$ cat src/rtl/load_use_hazard_unit.sv
// Load-use hazard detector for the 5-stage pipeline.
// Stalls PC and IF/ID, bubbles ID/EX, and counts stall cycles.
module load_use_hazard_unit #(
   parameter int REG_ADDR_W   = 3,
   parameter int LOAD_LATENCY = 1,
   parameter int CNT_W        = 16
) (
   input  logic                  clk,
   input  logic                  rst_n,
   input  logic                  id_mem_read,
   input  logic [REG_ADDR_W-1:0] id_dest,
   input  logic                  id_reg_write,
   input  logic [REG_ADDR_W-1:0] if_src_a,
   input  logic [REG_ADDR_W-1:0] if_src_b,
   input  logic                  if_src_b_used,
   input  logic                  mem_wait,
   input  logic                  flush,
   output logic                  is_stall,
   output logic                  idex_bubble,
   output logic [CNT_W-1:0]      stall_cycles
);

   localparam int CW = (LOAD_LATENCY > 1) ? $clog2(LOAD_LATENCY) : 1;
   localparam logic [CW-1:0] CNT_INIT = CW'(LOAD_LATENCY - 1);

   typedef enum logic {
      IDLE,
      STALL
   } state_e;

   state_e                state_q, state_d;
   logic [REG_ADDR_W-1:0] held_dest_q, held_dest_d;
   logic [CW-1:0]         cnt_q, cnt_d;
   logic [CNT_W-1:0]      stall_cycles_q;

   logic hit_id;
   logic hit_held;
   logic det;
   logic stall;

   assign hit_id = (id_dest != '0) &
                   ((if_src_a == id_dest) |
                    (if_src_b_used & (if_src_b == id_dest)));

   assign hit_held = (held_dest_q != '0) &
                     ((if_src_a == held_dest_q) |
                      (if_src_b_used & (if_src_b == held_dest_q)));

   assign det = id_mem_read & id_reg_write & hit_id;

   always_comb begin
      state_d     = state_q;
      held_dest_d = held_dest_q;
      cnt_d       = cnt_q;
      stall       = 1'b0;
      if (flush) begin
         state_d = IDLE;
         cnt_d   = '0;
      end else begin
         unique case (state_q)
            STALL: begin
               if ((cnt_q != '0 | mem_wait) & hit_held) begin
                  stall = 1'b1;
                  if (cnt_q != '0) cnt_d = cnt_q - CW'(1);
               end else begin
                  state_d = IDLE;
                  // A fresh hazard on the exit cycle starts a new stall.
                  if (det) begin
                     stall       = 1'b1;
                     held_dest_d = id_dest;
                     cnt_d       = CNT_INIT;
                     if (LOAD_LATENCY > 1 || mem_wait) state_d = STALL;
                  end
               end
            end
            default: begin
               if (det) begin
                  stall       = 1'b1;
                  held_dest_d = id_dest;
                  cnt_d       = CNT_INIT;
                  if (LOAD_LATENCY > 1 || mem_wait) state_d = STALL;
               end
            end
         endcase
      end
   end

   // Outputs are forced low while reset is asserted.
   assign is_stall     = stall & rst_n;
   assign idex_bubble  = stall & rst_n;
   assign stall_cycles = stall_cycles_q;

   always_ff @(posedge clk or negedge rst_n) begin
      if (!rst_n) begin
         state_q     <= IDLE;
         held_dest_q <= '0;
         cnt_q       <= '0;
      end else begin
         state_q     <= state_d;
         held_dest_q <= held_dest_d;
         cnt_q       <= cnt_d;
      end
   end

   always_ff @(posedge clk or negedge rst_n) begin
      if (!rst_n) begin
         stall_cycles_q <= '0;
      end else if (is_stall && stall_cycles_q != '1) begin
         stall_cycles_q <= stall_cycles_q + CNT_W'(1);
      end
   end

endmodule

$ cat config.mk
export PLATFORM = sky130hd
export DESIGN_NAME = load_use_hazard_unit
export DESIGN_NICKNAME = d
export VERILOG_FILES = /design/src/rtl/load_use_hazard_unit.sv
export SDC_FILE = /design/constraint.sdc
export NUM_CORES = 1
export LEC_CHECK = 0
export ABC_AREA = 0
export BUFFER_PORTS_ARGS = -buffer_cell sky130_fd_sc_hd__buf_2
export CORE_AREA = 2 2 55 57
export CTS_CLUSTER_DIAMETER = 50
export CTS_CLUSTER_SIZE = 12
export DETAILED_ROUTE_END_ITERATION = 10
export DIE_AREA = 0 0 57 59
export GPL_ROUTABILITY_DRIVEN = 0
export PLACE_DENSITY = 0.81
export SLEW_MARGIN = 25
export SYNTH_ARGS = -nofsm -noshare
export SYNTH_HDL_FRONTEND = slang
export SYNTH_SLANG_ARGS = --single-unit
export TNS_END_PERCENT = 30
$ cat constraint.sdc
create_clock -name clk -period 1.9 [get_ports clk]
set_input_delay 0.38 -clock clk [delete_from_list [all_inputs] [get_ports clk]]
set_output_delay 0.38 -clock clk [all_outputs]
set_load 0.05 [all_outputs]
# --- After elaboration in Yosys (flattened, before gate mapping) ---
# Index checks and enable logic that the tools add are counted.
# Widths: inputs -> output; s select.
word_totals:
  reg_bits: 21
  out_inout_bits: 18
classes:
  add_sub_neg: 2
  n_eq_ne: 6
  muxes: 17
  n_bitwise: 12
  reduce_logical: 4
ops:
  columns: ["cell", "n"]
  rows:
  - ["$add 16x1->16 const B", 1]
  - ["$ne 16x16->1 const B", 1]
  - ["$mux 1", 14]
  - ["$eq 3x3->1", 4]
  - ["$mux 3", 3]
  - ["$and 1x1->1", 8]
  - ["$reduce_bool 3->1", 2]
  - ["$or 1x1->1", 3]
  - ["$ne 2x2->1 const B", 1]
  - ["$reduce_and 2->1", 1]
  - ["$logic_and 1x1->1", 1]
  - ["$not 1->1", 1]
  - ["$sub 1x1->1 const B", 1]

# --- Depth between registers and ports, before layout ---
logic_depth:
  word_depth: 11
  mapped_depth: 7
  mapped_depth_nobuf: 6

# --- Worst setup path before layout ---
# OpenSTA, ideal clock, no wires.
synth_path:
  kind: "flip-flop to output port"
  startpoint: "register held_dest_q[0]"
  endpoint: "output port is_stall"
  t_arrival_ns: 2.381
  path_slack_ns: -0.861
  path_stages_with_launch: 8
  path_buffers: 2
  cell_sequence: "dfrtp_1 -> xnor2_1 -> nand4_1 -> a211oi_4 -> buf_6 -> nor2_1 -> nor2_1 -> buf_4"
synth_between:
  elab_chain_len: 9
synth_lines:
  columns: ["element", "line", "source"]
  rows:
  - ["start, declared", "32", "logic [REG_ADDR_W-1:0] held_dest_q, held_dest_d;"]
  - ["start signal, assigned", "100", "held_dest_q <= held_dest_d;"]
  - ["$eq 3x3->1", "47", "(if_src_b_used & (if_src_b == held_dest_q)));"]
  - ["$and 1x1->1", "47", null]
  - ["$or 1x1->1", "46", "((if_src_a == held_dest_q) |"]
  - ["$and 1x1->1 *", "45", "assign hit_held = (held_dest_q != '0) &"]
  - ["$and 1x1->1 *", "62", "if ((cnt_q != '0 | mem_wait) & hit_held) begin"]
  - ["$mux 1 *", "62", null]
  - ["$mux 1 *", "60", "unique case (state_q)"]
  - ["$mux 1 *", "56", "if (flush) begin"]
  - ["$and 1x1->1 *", null, null]
  - ["end, declared", "18", "output logic is_stall,"]
# Every way passes the cells marked *; elsewhere a longest branch is shown, timed or not.

# --- Final worst setup path ---
layout_path:
  startpoint: "register held_dest_q[0]"
  endpoint: "output port idex_bubble"
layout_between:
  elab_chain_len: 9
layout_lines:
  columns: ["element", "line", "source"]
  rows:
  - ["$eq 3x3->1", "47", null]
  - ["$and 1x1->1", "47", null]
  - ["$or 1x1->1", "46", null]
  - ["$and 1x1->1 *", "45", null]
  - ["$and 1x1->1 *", "62", null]
  - ["$mux 1 *", "62", null]
  - ["$mux 1 *", "60", null]
  - ["$mux 1 *", "56", null]
  - ["$and 1x1->1 *", "90", "assign idex_bubble = stall & rst_n;"]
  - ["end, declared", "19", "output logic idex_bubble,"]
# Marked as above.

==> flow_summary.toml <==
[grt]
maximum_number_of_pins_on_one_net_before_global_route_repair = 22
grt_first_pass_wirelength_um = 4660
grt_pass1_vias = 1058
grt.busiest_layer = "met2"
grtUsageMet1_pct = 21.2
grt_overflow = 0
grt_util_met3_pct = 3.28
grt_antenna_before_repair = 0
use_met2_pct = 31.7
gr-usage-all-layers_pct = 18.0

[worst_setup_path]
rr_endpoint = "held_dest_q[1]$_DFFE_PN0P_"
largest_driver_fanout_on_the_critical_path = 4
worst-setup-path-type = "flop to output pin"
worstPathRequired_ps = 1520
timing.critical_path.to_type = "output pin"
worstSetupStartpointType = "flop"
path_delay_family = "flip-flops"
crit_top_cell = "sky130_fd_sc_hd__nor2_4"
cp_cell_sequence = "xnor2_2 > nand3_1 > a211oi_4 > nor2_4 > nor2_4 > buf_6"
cp.arrival_ps = 1720
buf_inv_stages_crit_path = 1
crit-reg2reg-launch = "held_dest_q[0]$_DFFE_PN0P_"
worst_r2r_path_depth = 8
ff2ff_setup_slack_ps = -120
timing.critical_path.slowest_cell_delay_ps = 490
critPathSlowestCell = "sky130_fd_sc_hd__dfrtp_2"

[die]
chipHeight_um = 59
std_cell_rows = 19
num_io_pins = 34
core_box_area_um2 = 2710
design.die.area_um2 = 3360
initial_utilization_pct = 44.3
die_width_um = 57

[pwr]
internal_power_mw = 0.757
max-vdd-ir-drop_mv = 0.621
power_switching_share_pct = 33.5
p_leak_nw = 0.743
post-layout-total-power_mw = 1.14
pwr-share-seq_pct = 49.1
p_clk_share_pct = 19.2
fraction_of_power_consumed_by_combinational_cells_pct = 31.7
p_sw_mw = 0.381
power.density_nw_per_um2 = 674

[cells_and_area]
synthToLayoutAreaGrowth_pct = 40.6
nets = 170
antenna_cells = 0
share_of_final_layout_standard_cells_stronger_than_drive_strength_1_pct = 49.3
utilization_pct = 62.2
fillerInstances = 223
final_design_area_no_fill_um2 = 1690

[clock_network]
clk_root_buffer_cell = "sky130_fd_sc_hd__clkbuf_4"
cts_made_buffers = 3
htree_levels = 1
sinks_on_clock_net = 21
ctsLongestPathBuffers = 2
worstSkewPairLatency_ps = 310
clkTransAtPathRegs_ps = 120
tritoncts = "done"

[run_status]
run_status = "complete, but fails checks"
violations = "negative setup slack"

[synthesis]
post_synth_num_cell_types = 27
yosysTopAreaCell = "sky130_fd_sc_hd__dfrtp_1"
synth.avg_cell_area_um2 = 11.4
synthesis.area_um2 = 1200
ys.warnings.count = 0
synth.net_count = 122
synth.area.top_cells = "sky130_fd_sc_hd__dfrtp_1 (44%), sky130_fd_sc_hd__xnor2_1 (20%), sky130_fd_sc_hd__o2111ai_1 (5.1%)"
ys_seq_area_share_pct = 43.8
synth_top_cell_area_share_pct = 43.8
syn-instance-count = 105
synth-seq-cells = 21

[timing]
post-route-min-period_ps = 2100
worstMarginPinSlew_ps = 427
rsz0062_at_grt = "yes"
timing.final.max_slew_violations = 0
fin_worst_skew_ps = 10.8
min_period_over_period_pct = 110
clock.fmax_ghz = 0.477
worst_slew_margin_rel_pct = 71.2
setup-violations-final = 11
setup_ws_ps = -197
final-hold-violation-count = 0

[placed_design]
numPortBuffers = 33
place.detailed.hpwl_um = 2060
placedInstanceArea_um2 = 1490

[route]
routed_wirelength_um = 3060
antenna_left = 0
drt_iter0_markers = 21
via_count = 1015
drt-pass1-iter-count = 4
drc = 0
detail_route.vias_per_cell = 5.55
wire_per_inst_um = 16.7

[run]
number_of_max_cap_violations = 0

[worst_hold_path]
hold_path_class = "primary input to asynchronous set/reset pin"
[worst max path at each step]
stage	cells past startpoint	slack, ps	from	endpoint
after global placement	7	10	if_src_b[2]	is_stall
final	6	-200	held_dest_q[0]$_DFFE_PN0P_	idex_bubble
after global routing	6	-320	held_dest_q[0]$_DFFE_PN0P_	idex_bubble
after CTS	6	-210	held_dest_q[1]$_DFFE_PN0P_	idex_bubble
after detailed placement	7	-20	if_src_a[2]	idex_bubble
after floorplan	7	-350	held_dest_q[1]$_DFFE_PN0P_	is_stall
[worst register-to-register path, delay by kind of cell, from the launching register on]
kind	cells	cell delay, ps
DFF	1	490
and+or+nand+nor	2	450
buffers and inverters	3	400
muxes	1	330
xor gates and xnor gates	1	150
AOI/OAI and AO/OA	1	90
[state kept, by name, indices dropped and copies added (netlist names)]
signal and cells:
held_dest_q 3, stall_cycles 16, state_q 1, cnt_q 1
[final cells by class]
class | count | area [µm²] | share of cell area (%)
clock buffers | 4 | 26.3 | 1.56
well taps | 31 | 38.8 | 2.30
flip-flops and latches | 21 | 531 | 31.5
multi-input cells | 80 | 756 | 44.8
repair buffers | 47 | 335 | 19.9
[per-layer routing]
metal,part of all wire (%),up-vias
met4,1.9,0
met5,0,-
met2,52,23
li1,-,483
met1,42,505
met3,3.3,4
[metrics by stage]
stage	TNS, ps	setup WS [ps]	hold WS [ps]	instances
floorplan	-565	-354	84.4	105
global placement	0	10.3	386	174
detailed placement	-46.3	-21.0	390	174
CTS	-875	-210	44.6	181
global route	-2770	-318	51.1	183
finish	-947	-197	36.1	183
[power by group through the flow]
stage               Combinational (mW)  Clock, mW  Sequential [mW]
global placement                 0.254          0            0.545
finish                           0.361      0.218            0.558
floorplan                        0.136          0            0.593
detailed placement               0.271          0            0.549
global route                     0.395      0.249            0.563
CTS                              0.296      0.228            0.537
[cell usage after synthesis]
master	count
sky130_fd_sc_hd__nand3_1	2
sky130_fd_sc_hd__and3_1	8
sky130_fd_sc_hd__o311ai_0	1
sky130_fd_sc_hd__buf_4	1
sky130_fd_sc_hd__a211oi_4	1
sky130_fd_sc_hd__nor2_1	4
sky130_fd_sc_hd__nor4b_1	1
sky130_fd_sc_hd__nand2_1	2
sky130_fd_sc_hd__buf_2	2
sky130_fd_sc_hd__o2111ai_1	7
sky130_fd_sc_hd__nor3b_2	1
sky130_fd_sc_hd__nand4_1	3
sky130_fd_sc_hd__a31oi_4	1
sky130_fd_sc_hd__xnor2_1	27
sky130_fd_sc_hd__o211ai_1	7
sky130_fd_sc_hd__buf_6	1
sky130_fd_sc_hd__o21ai_2	1
sky130_fd_sc_hd__mux2_2	4
sky130_fd_sc_hd__ha_1	1
sky130_fd_sc_hd__a21oi_2	1
sky130_fd_sc_hd__and4_1	1
sky130_fd_sc_hd__nand2b_1	1
sky130_fd_sc_hd__and2_1	2
sky130_fd_sc_hd__nor3_1	2
sky130_fd_sc_hd__o21ai_0	1
sky130_fd_sc_hd__dfrtp_1	21
sky130_fd_sc_hd__a21oi_1	1
[kinds of logic after synthesis]
logic type	share of synthesized area (%)
buf+inv	2.40
flops	43.8
xor+xnor	19.7
compound gates	16.0
mux	3.75
fa+ha+maj	1.04
simple gates	13.3
[repair_timing]
item / in CTS / in global routing
setup endpoints to repair: 2 / 21
gates cloned: 0 / 0
hold buffers: 0 / 0
resized for setup: 5 / 21
pin swaps: 4 / 5
setup buffers: 3 / 2
[placed cells by master (no fill, tap or decap), types with 4 or more instances in the layout]
cell and n:
sky130_fd_sc_hd__and3_1 7, sky130_fd_sc_hd__xnor2_2 4, sky130_fd_sc_hd__dfrtp_1 17, sky130_fd_sc_hd__xnor2_1 23, sky130_fd_sc_hd__buf_2 31, sky130_fd_sc_hd__buf_6 6, sky130_fd_sc_hd__o2111ai_1 4, sky130_fd_sc_hd__dfrtp_2 4
sky130_fd_sc_hd__o211ai_1 7, sky130_fd_sc_hd__buf_4 7
Power figures use the tool's default switching activity.
